**src/rtl/imem_loader_pkg.sv**
```systemverilog
// Shared widths and FSM state type for the instruction-memory boot loader.
package imem_loader_pkg;

    localparam int unsigned ADDRLEN = 32;
    localparam int unsigned XLEN    = 32;

    typedef enum logic [2:0] {
        S_IDLE,
        S_HDR0,
        S_HDR1,
        S_DATA,
        S_WRITE,
        S_CSUM,
        S_DONE,
        S_ERR
    } state_t;

endpackage

```
**src/rtl/imem_loader_if.sv**
```systemverilog
// Byte-stream input, RAM write port and load status of the boot loader.
interface imem_loader_if #(
    parameter int unsigned ADDR_W = imem_loader_pkg::ADDRLEN,
    parameter int unsigned DATA_W = imem_loader_pkg::XLEN
);
    logic              start;
    logic              in_valid;
    logic [7:0]        in_data;
    logic              in_ready;
    logic              mem_we;
    logic [ADDR_W-1:0] mem_addr;
    logic [DATA_W-1:0] mem_wdata;
    logic              core_hold;
    logic              done;
    logic              err;

    modport slave (
        input  start, in_valid, in_data,
        output in_ready, mem_we, mem_addr, mem_wdata, core_hold, done, err
    );

    modport master (
        output start, in_valid, in_data,
        input  in_ready, mem_we, mem_addr, mem_wdata, core_hold, done, err
    );
endinterface

```
**src/rtl/imem_loader.sv**
```systemverilog
// Boot loader: packs a length-prefixed byte stream into little-endian words,
// writes them to instruction RAM from address 0 and verifies an XOR checksum.
module imem_loader
    import imem_loader_pkg::*;
#(
    parameter int unsigned ADDR_W    = ADDRLEN,
    parameter int unsigned MAX_WORDS = 2**(ADDR_W-2)
) (
    input  logic          clk,
    input  logic          rst_n,
    imem_loader_if.slave  bus
);

    localparam logic [1:0] LAST_BYTE = 2'd3;

    state_t              r_state;
    state_t              w_next;
    logic [7:0]          r_nlo;
    logic [15:0]         r_rem;
    logic [1:0]          r_bcnt;
    logic [7:0]          r_xor;
    logic [XLEN-1:0]     r_pack;
    logic [ADDR_W-1:0]   r_addr;
    logic                w_ready;
    logic                w_xfer;
    logic [15:0]         w_n;
    logic                w_restart;

    assign w_ready   = (r_state == S_HDR0) || (r_state == S_HDR1) ||
                       (r_state == S_DATA) || (r_state == S_CSUM);
    assign w_xfer    = w_ready && bus.in_valid;
    assign w_n       = {bus.in_data, r_nlo};
    assign w_restart = bus.start &&
                       ((r_state == S_IDLE) || (r_state == S_DONE) || (r_state == S_ERR));

    always_ff @(posedge clk or negedge rst_n) begin
        if (!rst_n) begin
            r_state <= S_IDLE;
        end else begin
            r_state <= w_next;
        end
    end

    always_comb begin
        w_next = r_state;
        unique case (r_state)
            S_IDLE, S_DONE, S_ERR: begin
                if (bus.start) w_next = S_HDR0;
            end
            S_HDR0: begin
                if (w_xfer) w_next = S_HDR1;
            end
            S_HDR1: begin
                if (w_xfer) begin
                    if (32'(w_n) > MAX_WORDS) w_next = S_ERR;
                    else if (w_n == 16'd0)    w_next = S_CSUM;
                    else                      w_next = S_DATA;
                end
            end
            S_DATA: begin
                if (w_xfer && (r_bcnt == LAST_BYTE)) w_next = S_WRITE;
            end
            S_WRITE: begin
                w_next = (r_rem == 16'd1) ? S_CSUM : S_DATA;
            end
            S_CSUM: begin
                if (w_xfer) w_next = (bus.in_data == r_xor) ? S_DONE : S_ERR;
            end
            default: w_next = S_IDLE;
        endcase
    end

    // Bytes enter at the top and shift down, so stream byte 0 lands in [7:0].
    always_ff @(posedge clk or negedge rst_n) begin
        if (!rst_n) begin
            r_nlo  <= '0;
            r_rem  <= '0;
            r_bcnt <= '0;
            r_xor  <= '0;
            r_pack <= '0;
            r_addr <= '0;
        end else begin
            if (w_restart) begin
                r_addr <= '0;
                r_xor  <= '0;
                r_bcnt <= '0;
            end
            if (w_xfer) begin
                unique case (r_state)
                    S_HDR0: r_nlo <= bus.in_data;
                    S_HDR1: r_rem <= w_n;
                    S_DATA: begin
                        r_pack <= {bus.in_data, r_pack[XLEN-1:8]};
                        r_xor  <= r_xor ^ bus.in_data;
                        r_bcnt <= r_bcnt + 2'd1;
                    end
                    default: ;
                endcase
            end
            if (r_state == S_WRITE) begin
                r_addr <= r_addr + ADDR_W'(4);
                r_rem  <= r_rem - 16'd1;
            end
        end
    end

    assign bus.in_ready  = w_ready;
    assign bus.mem_we    = (r_state == S_WRITE);
    assign bus.mem_addr  = r_addr;
    assign bus.mem_wdata = r_pack;
    assign bus.core_hold = (r_state != S_DONE);
    assign bus.done      = (r_state == S_DONE);
    assign bus.err       = (r_state == S_ERR);

endmodule

```
**src/flat_wrapper.sv**
```systemverilog
// flat-port wrapper written by rule: the top's interface ports become plain ports
module imem_loader_flat import imem_loader_pkg::*;
#(
    parameter int unsigned ADDR_W    = ADDRLEN,
    parameter int unsigned MAX_WORDS = 2**(ADDR_W-2)
)
  (clk, rst_n, bus_start, bus_in_valid, bus_in_data, bus_in_ready, bus_mem_we, bus_mem_addr, bus_mem_wdata, bus_core_hold, bus_done, bus_err);
  imem_loader_if #(.ADDR_W(ADDR_W), .DATA_W(32)) bus_i ();
  input  logic clk;
  input  logic rst_n;
  input wire logic [$bits(bus_i.start)-1:0] bus_start;
  input wire logic [$bits(bus_i.in_valid)-1:0] bus_in_valid;
  input wire logic [$bits(bus_i.in_data)-1:0] bus_in_data;
  output wire logic [$bits(bus_i.in_ready)-1:0] bus_in_ready;
  output wire logic [$bits(bus_i.mem_we)-1:0] bus_mem_we;
  output wire logic [$bits(bus_i.mem_addr)-1:0] bus_mem_addr;
  output wire logic [$bits(bus_i.mem_wdata)-1:0] bus_mem_wdata;
  output wire logic [$bits(bus_i.core_hold)-1:0] bus_core_hold;
  output wire logic [$bits(bus_i.done)-1:0] bus_done;
  output wire logic [$bits(bus_i.err)-1:0] bus_err;
  assign bus_i.start = bus_start;
  assign bus_i.in_valid = bus_in_valid;
  assign bus_i.in_data = bus_in_data;
  assign bus_in_ready = bus_i.in_ready;
  assign bus_mem_we = bus_i.mem_we;
  assign bus_mem_addr = bus_i.mem_addr;
  assign bus_mem_wdata = bus_i.mem_wdata;
  assign bus_core_hold = bus_i.core_hold;
  assign bus_done = bus_i.done;
  assign bus_err = bus_i.err;
  imem_loader #(.ADDR_W(ADDR_W), .MAX_WORDS(MAX_WORDS)) u_core (.clk(clk), .rst_n(rst_n), .bus(bus_i));
endmodule
```
**config.mk**
```make
export PLATFORM = sky130hd
export DESIGN_NAME = imem_loader_flat
export DESIGN_NICKNAME = d
export VERILOG_FILES = /design/src/rtl/imem_loader_pkg.sv /design/src/rtl/imem_loader_if.sv /design/src/rtl/imem_loader.sv /design/src/flat_wrapper.sv
export SDC_FILE = /design/constraint.sdc
export NUM_CORES = 1
export LEC_CHECK = 0
export BUFFER_PORTS_ARGS = -buffer_cell sky130_fd_sc_hd__buf_2
export CAP_MARGIN = 5
export CORE_ASPECT_RATIO = 1.5
export CORE_MARGIN = 2
export CORE_UTILIZATION = 50
export CTS_BUF_LIST = sky130_fd_sc_hd__clkbuf_4 sky130_fd_sc_hd__clkbuf_8
export CTS_CLUSTER_DIAMETER = 30
export DETAILED_ROUTE_END_ITERATION = 16
export PLACE_DENSITY = 0.72
export RECOVER_POWER = 100
export SYNTH_ARGS = -nofsm -noshare
export SYNTH_HDL_FRONTEND = slang
export SYNTH_SLANG_ARGS = --single-unit
```
**constraint.sdc**
```tcl
create_clock -name clk -period 2.1 [get_ports clk]
set_input_delay 0.105 -clock clk [delete_from_list [all_inputs] [get_ports clk]]
set_output_delay 0.105 -clock clk [all_outputs]
set_load 0.1 [all_outputs]
```
==> flow_metrics.env, run 1 <==
export IMPL_status="completed"
export IMPL_vias_per_cell=5.91
export IMPL_synth_area_um2=5030
export IMPL_holdPathStages=3
export IMPL_totalWireLength_mm=12.5
export IMPL_power_density_nw_per_um2=1540
export IMPL_cp_top_family="buffers and inverters"
export IMPL_clockBufferDepth=2
export IMPL_die_y_um=127
export IMPL_finalSetupViolCount=0
export IMPL_startpoint="u_core.r_state[1]"
export IMPL_hold_viol=0
export IMPL_synth_area_leaders="dfrtp_1 49%, nand2_1 10%, mux2i_1 4.8%"
export IMPL_max_freq_mhz=501
export IMPL_path_class="reg2out"
export IMPL_drc_errors=0
export IMPL_period_minus_slack_ns=2.00
export IMPL_grt_max_degree=52
export IMPL_p_leak_uw=0.00272
export IMPL_fin_ws_ns=0.105
export IMPL_min_from="bus_in_data[5]"
export IMPL_cts_setup_buffers=0
export IMPL_cp_cell_sequence="or3b_4 -> clkinv_1 -> buf_4 -> clkbuf_4"
export IMPL_yosys_warnings=0
export IMPL_tns_ns=0
export IMPL_crit_arrival_ns=1.89
export IMPL_ff2ff_path_depth=4
export IMPL_core_area_um2=9740
export IMPL_grt_pass1_vias=4356
export IMPL_insertion_delay_ns=0.37
export IMPL_grt_pass1_wl_mm=21.0
export IMPL_drive_gt1_share_pct=14.8
export IMPL_syn_inst=549
export IMPL_synthArstFlopShare_pct=100
export IMPL_gp_congestion=0.906
export IMPL_numCtsBuffers=9
export IMPL_power_uw=8990
export IMPL_die_area_um2=10900
export IMPL_yosysMostFrequentCell="nand2_1"
export IMPL_cts_sinks=99
export IMPL_ant_nets=0
export IMPL_worstReg2RegEnd="u_core.r_rem[13]"
export IMPL_dp_cells=739
export IMPL_maxCapViolCount=0
export IMPL_drt_iter0_markers=319
export IMPL_holdCritPathClass="in2reg"
export IMPL_crit_path_top_delay_cell="or3b_4"
export IMPL_r2r_slack_ns=0.13
export IMPL_h_tree_depth=3
export IMPL_num_vias=4468
export IMPL_fin_skew_ns=0.00468
export IMPL_dp_slack_ns=0.196
export IMPL_period_share_pct=95.0
export IMPL_syn_area_per_cell_um2=9.17
export IMPL_place_area_um2=5730
export IMPL_insertedDiodeCount=0
export IMPL_ios=81
export IMPL_vdd_drop_max_mv=1.30
export IMPL_crit_buf_inv=3
export IMPL_tritoncts="yes"
export IMPL_synth_flop_cell="dfrtp_1"
export IMPL_synth_seq_cells=99
export IMPL_synth_top_cell_by_area="dfrtp_1"
export IMPL_final_nets=652
export IMPL_synth_distinct_cells=62
export IMPL_track_usage_pct=23.9
export IMPL_antenna_found_initial=0
export IMPL_drv_slew=0
export IMPL_worst_setup_path_end_kind="output port"
export IMPL_hpwl_mm=9.03
export IMPL_whs_endpoint="u_core.bus.mem_wdata[29]"
export IMPL_synth_seq_area_share_pct=49.2
export IMPL_yosys_top_cells_count="135 x nand2_1, 99 x dfrtp_1, 33 x nor2_1"
export IMPL_cts_clk_slew_worst_paths_ns=0.10
export IMPL_rows=44
export IMPL_drt_wirelength_per_cell_um=16.5
export IMPL_dr_pass1_iters=5
export IMPL_io_buffers=78
export IMPL_cp_required_ns=2.00
export IMPL_fp_dieW_um=85.9
export IMPL_rr_startpoint="u_core.r_rem[5]"
export IMPL_areaGrowthSynthToFinish_pct=15.7
export IMPL_critPathLaunchType="register"
export IMPL_initial_core_util_pct=51.7
export IMPL_yosysTopAreaCellShare_pct=49.2
export IMPL_grt_ovfl_total=0
export IMPL_critPathMaxStageDelay_ns=0.44
export IMPL_cts_root_buf="clkbuf_8"
export IMPL_maxSlewHeadroom_pct=19.0
export IMPL_worst_pin_slew_ns=1.22
export IMPL_rsz0062_at_grt="no"
export IMPL_final_area_um2=5830
export IMPL_layout_cells_non_filler=756
export IMPL_crit_fanout=17
export IMPL_synth_edf_count=0
[cell families (layout without fill, tap and decap cells)]
logic type / Yosys count / count (layout) / share of synthesized area [%]
adders and majority gates: 4 / 4 / 0.994
DFF: 99 / 99 / 49.2
other: 1 / 2 / 0.0745
AOI/OAI and AO/OA: 100 / 100 / 12.6
and+or+nand+nor: 265 / 265 / 25.7
buffers and inverters: 39 / 130 / 3.28
xor gates and xnor gates: 8 / 8 / 1.39
muxes: 33 / 33 / 6.79
[cells in the final DEF (no fill, tap or decap), types with 3 or more instances in the layout]
master and instances:
clkbuf_1 61, and4_1 3, clkbuf_2 13, o21ai_0 28, nor4_1 14, a221o_1 3, dfrtp_2 13, xor2_1 8
nor2_1 33, nand2_1 135, ha_1 4, buf_2 10, nand3b_1 3, a22o_1 3, clkbuf_8 9, buf_4 16
nand4_1 13, o31ai_1 3, dfrtp_1 84, inv_1 8, nor3_1 11, and3_1 4, a211o_1 4, mux2i_1 24
o211ai_1 5, mux2_2 9, nand2b_1 7, a21oi_1 24, a31oi_1 10, or3_1 5, or4_1 3, nand3_1 14
[how the worst max path moves through the flow]
| stage | end | slack, ns | cells after the start |
|---|---|---|---|
| final | bus_mem_we | 0.10 | 4 |
| after global routing | bus_mem_we | 0.03 | 4 |
| after CTS | bus_mem_we | 0.13 | 4 |
| after detailed placement | u_core.bus.mem_addr[16] | 0.20 | 5 |
| after global placement | u_core.r_rem[13] | 0.23 | 4 |
| after floorplan | u_core.bus.mem_addr[15] | 0.02 | 4 |
[state kept, by name (all words and copies together) (netlist names)]
name and count:
u_core.bus.mem_wdata 32, u_core.bus.mem_addr 30, u_core.r_rem 16, u_core.r_nlo 8, u_core.r_xor 8, u_core.r_state 3, u_core.r_bcnt 2
[area by class of cell]
type                            count  area [µm²]
Inverter                           10        41.3
Tap cell                          115         144
Timing Repair Buffer              104         522
Clock inverter                      7        83.8
Sequential cell                    99        2500
Fill cell                         884        3920
Clock buffer                        9         124
Multi-Input combinational cell    412        2410
[worst reg2reg max path, stage by stage, from the launching register on]
cell and delay (ns):
dfrtp_1 0.46, or4_4 0.58, or3_1 0.43, o311ai_1 0.26, o311ai_1 0.14
[repair_timing]
| item | CTS | global route |
|---|---|---|
| endpoints found under the hold margin | 27 | 0 |
| hold buffers | 1 | 0 |
| resized for setup | 1 | 0 |
| endpoints found under the setup margin | 1 | 0 |
[metrics by stage]
step / util, % / hold WS [ns]
floorplan: - / -0.191
detailed placement: 58.8 / 0.0583
finish: 59.8 / 0.0349
global placement: 58.8 / 0.0530
CTS: 61.0 / 0.0257
global route: 59.8 / 0.0429
[where the power goes]
| group | leakage (µW) | internal, µW | switching [µW] |
|---|---|---|---|
| Clock | 0.000108 | 577 | 740 |
| Combinational | 0.00136 | 971 | 3620 |
| Sequential | 0.00126 | 2540 | 552 |
| Total | 0.00272 | 4090 | 4910 |
[metal layers]
| metal | track usage, % | up-vias | part of all wire (%) |
|---|---|---|---|
| li1 | - | 2122 | - |
| met1 | 30.0 | 2128 | 41 |
| met2 | 40.2 | 180 | 51 |
| met3 | 4.29 | 38 | 5.6 |
| met4 | 10.3 | 0 | 2.5 |
| met5 | 0 | - | 0 |
(Power assumes the default switching activity.)
==> run 2, diff against run 1 <==
Settings changed: CORE_UTILIZATION 50 to 40, PLACE_DENSITY 0.72 to default.
Clock period 2.1 ns to 1.8 ns, I/O delays scaled along.
==> run 2 against run 1 <==
Against the previous run:
- worst hold slack got worse by 0.0031 ns
- the run now ends with negative setup slack left
- first-iteration DRC count fell by 34%
- global-route usage fell by 3.1 points
- clock-buffer cell count did not move
- via count rose by 2.0%
- flip-flop and latch count did not move
- highest routed layer unchanged
- combinational power rose by 29%
- register-to-register slack got worse by 0.22 ns
- utilization fell by 7.9 points
- setup slack got worse by 0.19 ns
- sequential power rose by 16%
- die area rose by 24%
==> flow_metrics.env, run 2 (synthesis gave the netlist of run 1 again) <==
export IMPL_critPathLaunchType="register"
export IMPL_startpoint="u_core.r_state[0]"
export IMPL_p_leak_uw=0.00313
export IMPL_rsz0062_at_grt="yes"
export IMPL_largest_reg_flops=32
export IMPL_gp_congestion=0.890
export IMPL_layout_common_cells="135 x nand2_1, 74 x dfrtp_1, 67 x clkbuf_2, 41 x buf_4, 33 x nor2_1"
export IMPL_endpoint="u_core.r_rem[14]"
export IMPL_initial_core_util_pct=40.6
export IMPL_violations="negative setup slack"
export IMPL_fin_ws_ns=-0.0853
export IMPL_hold_viol=0
export IMPL_rr_startpoint="u_core.r_state[0]"
export IMPL_power_density_nw_per_um2=1690
export IMPL_drive_gt1_share_pct=31.9
export IMPL_cts_sinks=99
export IMPL_vdd_drop_max_mv=1.68
export IMPL_totalWireLength_mm=13.7
export IMPL_status="finished with violations"
export IMPL_ant_nets=0
export IMPL_drt_iter0_markers=209
export IMPL_drc_errors=0
export IMPL_areaGrowthSynthToFinish_pct=27.7
export IMPL_holdCritPathClass="in2reg"
export IMPL_fin_skew_ns=0.0155
export IMPL_final_nets=681
export IMPL_die_area_um2=13500
export IMPL_crit_arrival_ns=2.14
export IMPL_rows=50
export IMPL_track_usage_pct=20.8
export IMPL_drv_slew=0
export IMPL_numCtsBuffers=9
export IMPL_cts_root_buf="clkbuf_8"
export IMPL_final_common_cell="nand2_1"
export IMPL_grt_pass1_vias=4469
export IMPL_max_freq_mhz=530
export IMPL_cp_required_ns=2.05
export IMPL_worst_setup_path_end_kind="register"
export IMPL_dr_pass1_iters=4
export IMPL_die_y_um=141
export IMPL_path_class="reg2reg"
export IMPL_holdPathStages=3
export IMPL_period_share_pct=105
export IMPL_antenna_found_initial=0
export IMPL_dp_slack_ns=-0.0738
export IMPL_hpwl_mm=9.68
export IMPL_r2r_slack_ns=-0.09
export IMPL_grt_max_degree=52
export IMPL_io_buffers=78
export IMPL_maxSlewHeadroom_pct=41.5
export IMPL_worstReg2RegEnd="u_core.r_rem[14]"
export IMPL_finalSetupViolCount=8
export IMPL_clockBufferDepth=2
export IMPL_insertion_delay_ns=0.37
export IMPL_insertedDiodeCount=0
export IMPL_worst_pin_slew_ns=0.877
export IMPL_vias_per_cell=5.52
export IMPL_fillCellCount=1153
export IMPL_drt_wirelength_per_cell_um=16.6
export IMPL_grt_ovfl_total=0
export IMPL_final_util_pct=51.9
export IMPL_ios=81
export IMPL_worst_hold_slack_ns=0.0319
export IMPL_tns_ns=-0.321
export IMPL_grt_pass1_wl_mm=22.3
export IMPL_period_minus_slack_ns=1.89
export IMPL_core_area_um2=12400
export IMPL_fp_dieW_um=95.6
export IMPL_ff2ff_path_depth=5
export IMPL_h_tree_depth=3
export IMPL_num_vias=4556
export IMPL_cts_clk_slew_worst_paths_ns=0.11
export IMPL_maxCapViolCount=0
export IMPL_crit_fanout=4
export IMPL_tritoncts="yes"
==> run 2: repair_timing <==
item	4_1_cts	5_1_grt
setup endpoints to repair	16	28
pin swaps	7	8
hold buffers	1	0
endpoints found under the hold margin	33	0
buffers inserted	3	7
resized for setup	10	18
==> run 2: metrics by stage <==
step | cell area, µm² | instances | total power, µW
floorplan | 5180 | 550 | 7980
global placement | 6080 | 800 | 9370
detailed placement | 6080 | 800 | 9470
CTS | 6350 | 820 | 10900
global route | 6430 | 826 | 11500
finish | 6430 | 826 | 10900
==> run 2: worst max-delay path, cell delays in order, from the launching register on <==
cell and delay (ns):
dfrtp_1 0.39, or3b_4 0.44, buf_6 0.15, nor4_4 0.34
o22ai_2 0.14, a221o_1 0.32
==> run 2: where the power goes <==
group          total [µW]  internal, µW  switching (µW)  leakage, µW
Sequential           3580          2970             603      0.00124
Clock                1380           527             857    0.0000932
Combinational        5920          1490            4430      0.00180
Total               10900          4990            5890      0.00313
==> run 2: area by class of cell <==
type / instances / area, µm² / share of cell area [%]
clock buffers: 9 / 124 / 1.93
inverters: 10 / 46.3 / 0.720
multi-input cells: 412 / 2590 / 40.3
repair buffers: 133 / 870 / 13.5
flip-flops and latches: 99 / 2540 / 39.6
well taps: 156 / 195 / 3.04
clock inverters: 7 / 61.3 / 0.954
==> run 2: worst min-delay path by stage <==
| stage | to | startpoint | slack (ns) |
|---|---|---|---|
| after floorplan | u_core.bus.mem_addr[10] | rst_n | -0.21 |
| after global placement | u_core.bus.mem_addr[14] | rst_n | 0.08 |
| after detailed placement | u_core.bus.mem_addr[13] | rst_n | 0.08 |
| after CTS | u_core.bus.mem_wdata[24] | bus_in_data[0] | 0.03 |
| after global routing | u_core.bus.mem_wdata[26] | bus_in_data[2] | 0.04 |
| final | u_core.bus.mem_wdata[24] | bus_in_data[0] | 0.03 |
==> run 2: layer usage <==
metal  part of all wire [%]  wire length [µm]  track usage, %
met2                     52              7120            35.8
met3                    4.4               597            4.46
met1                     42              5720            25.4
met4                    2.0               276            7.37
met5                      0                 0               0
==> run 3, diff against run 2 <==
--- a/config.mk
+++ b/config.mk
@@ -10,8 +10,9 @@
 export CORE_ASPECT_RATIO = 1.5
 export CORE_MARGIN = 2
-export CORE_UTILIZATION = 40
+export CORE_UTILIZATION = 31
 export CTS_BUF_LIST = sky130_fd_sc_hd__clkbuf_4 sky130_fd_sc_hd__clkbuf_8
 export CTS_CLUSTER_DIAMETER = 30
 export DETAILED_ROUTE_END_ITERATION = 16
+export PLACE_DENSITY = 0.48
 export RECOVER_POWER = 100
 export SYNTH_ARGS = -nofsm -noshare
==> constraint.sdc (replaced) <==
create_clock -name clk -period 1.8 [get_ports clk]
set_input_delay 0.09 -clock clk [delete_from_list [all_inputs] [get_ports clk]]
set_output_delay 0.09 -clock clk [all_outputs]
set_load 0.01 [all_outputs]
==> run 3 against run 2 <==
Against the previous run:
- non-clock buffer count is 13 higher
- global-route usage is 3.4 points lower
- sequential power is 1% lower
- the flow still finishes with violations (negative setup slack)
- worst hold slack better by 0.0014 ns
- combinational power is 46% lower
- largest cell class is now registers
==> flow_metrics.env, run 3 (synthesis gave the netlist of run 1 again) <==
export IMPL_hpwl_mm=10.5
export IMPL_totalWireLength_mm=14.4
export IMPL_drt_wirelength_per_cell_um=16.2
export IMPL_ios=81
export IMPL_hold_viol=0
export IMPL_max_freq_mhz=537
export IMPL_power_uw=8390
export IMPL_power_density_nw_per_um2=1340
export IMPL_crit_arrival_ns=2.10
export IMPL_drt_iter0_markers=233
export IMPL_period_minus_slack_ns=1.86
export IMPL_holdCritPathClass="in2reg"
export IMPL_crit_path_top_delay_cell="or4_4"
export IMPL_cp_top_family="simple AND/OR/NAND/NOR gates"
export IMPL_gp_congestion=0.815
export IMPL_status="finished with violations"
export IMPL_path_class="reg2reg"
export IMPL_crit_buf_inv=0
export IMPL_grt_ovfl_total=0
export IMPL_insertion_delay_ns=0.37
export IMPL_drc_errors=0
export IMPL_areaGrowthSynthToFinish_pct=24.2
export IMPL_numCtsBuffers=9
export IMPL_die_area_um2=17300
export IMPL_rsz0062_at_grt="yes"
export IMPL_violations="negative setup slack"
export IMPL_final_nets=694
export IMPL_dp_cells=863
export IMPL_crit_fanout=5
export IMPL_drv_slew=0
export IMPL_final_common_cell="nand2_1"
export IMPL_cts_clk_slew_worst_paths_ns=0.10
export IMPL_critPathMaxStageDelay_ns=0.59
export IMPL_fillCellCount=1726
export IMPL_period_share_pct=103
export IMPL_die_y_um=160
export IMPL_drive_gt1_share_pct=17.4
export IMPL_r2r_slack_ns=-0.06
export IMPL_io_buffers=78
export IMPL_vdd_drop_max_mv=0.613
export IMPL_worst_pin_slew_ns=0.806
export IMPL_grt_pass1_vias=4644
export IMPL_insertedDiodeCount=0
export IMPL_cp_cell_sequence="or4_4 -> or3_4 -> o311ai_2 -> o311ai_1"
export IMPL_ant_nets=0
export IMPL_layout_common_cells="135 x nand2_1, 99 x dfrtp_1, 67 x clkbuf_1, 39 x buf_4, 33 x nor2_1"
export IMPL_final_util_pct=39.0
export IMPL_p_leak_uw=0.00296
export IMPL_cp_required_ns=2.04
export IMPL_dr_pass1_iters=6
export IMPL_num_vias=4605
export IMPL_fin_skew_ns=0.0136
export IMPL_core_area_um2=16000
export IMPL_fin_ws_ns=-0.0619
export IMPL_rows=57
export IMPL_h_tree_depth=3
export IMPL_tritoncts="yes"
export IMPL_initial_core_util_pct=31.4
export IMPL_critPathLaunchType="register"
export IMPL_fp_dieW_um=108
export IMPL_largest_reg_flops=32
export IMPL_track_usage_pct=17.4
export IMPL_grt_pass1_wl_mm=24.0
export IMPL_worst_setup_path_end_kind="register"
export IMPL_place_area_um2=6080
export IMPL_maxSlewHeadroom_pct=46.2
export IMPL_tns_ns=-0.221
export IMPL_maxCapViolCount=0
export IMPL_finalSetupViolCount=8
export IMPL_grt_max_degree=52
export IMPL_layout_cells_non_filler=889
export IMPL_vias_per_cell=5.18
export IMPL_clockBufferDepth=2
export IMPL_cts_sinks=99
export IMPL_final_area_um2=6250
export IMPL_cts_root_buf="clkbuf_8"
export IMPL_antenna_found_initial=0
==> run 3: cell type report <==
cell class	instances	area, µm²	area share [%]
well taps	206	258	4.12
repair buffers	146	808	12.9
flip-flops and latches	99	2480	39.6
multi-input cells	412	2430	38.9
clock buffers	11	151	2.42
inverters	10	38.8	0.620
clock inverters	5	85.1	1.36
==> run 3: tightest hold or removal path: cells and delay by family <==
family | cells | cell delay (ns)
buffers and inverters | 1 | 0.14
AND/OR/NAND/NOR | 2 | 0.13
==> run 3: final timing paths <==
path,from,end,cells past startpoint
min,bus_in_data[0],u_core.bus.mem_wdata[24],3
max,u_core.r_rem[3],u_core.r_rem[13],4
min reg2reg,u_core.bus.mem_wdata[5],u_core.bus.mem_wdata[5],2
max in group asynchronous,rst_n,u_core.bus.mem_wdata[8],3
max reg2reg,u_core.r_rem[3],u_core.r_rem[13],4
min in group asynchronous,rst_n,u_core.bus.mem_addr[30],2
==> run 3: where the power goes <==
| group | switching, µW | internal (µW) |
|---|---|---|
| combinational | 1850 | 1330 |
| clock | 812 | 865 |
| sequential | 578 | 2950 |
==> run 3: layer usage <==
metal | GRT usage [%] | vias up | share of wire, %
li1 | - | 2203 | -
met1 | 21.1 | 2266 | 41
met2 | 30.4 | 111 | 52
met3 | 2.86 | 25 | 4.0
met4 | 6.35 | 0 | 2.6
met5 | 0 | - | 0
==> run 3: timing repair <==
item / 4_1_cts / 5_1_grt
resized for setup: 5 / 7
buffers inserted: 8 / 1
pin swaps: 4 / 4
hold buffers: 1 / 0
endpoints found under the setup margin: 10 / 25
endpoints found under the hold margin: 99 / 0
==> run 3: metrics by stage <==
| stage | worst slack, ns | hold WS [ns] |
|---|---|---|
| final | -0.0619 | 0.0333 |
| after global routing | -0.106 | 0.0365 |
| after CTS | -0.0729 | 0.0111 |
| after detailed placement | -0.133 | -0.0345 |
| after global placement | -0.100 | -0.0363 |
| after floorplan | -0.143 | -0.206 |
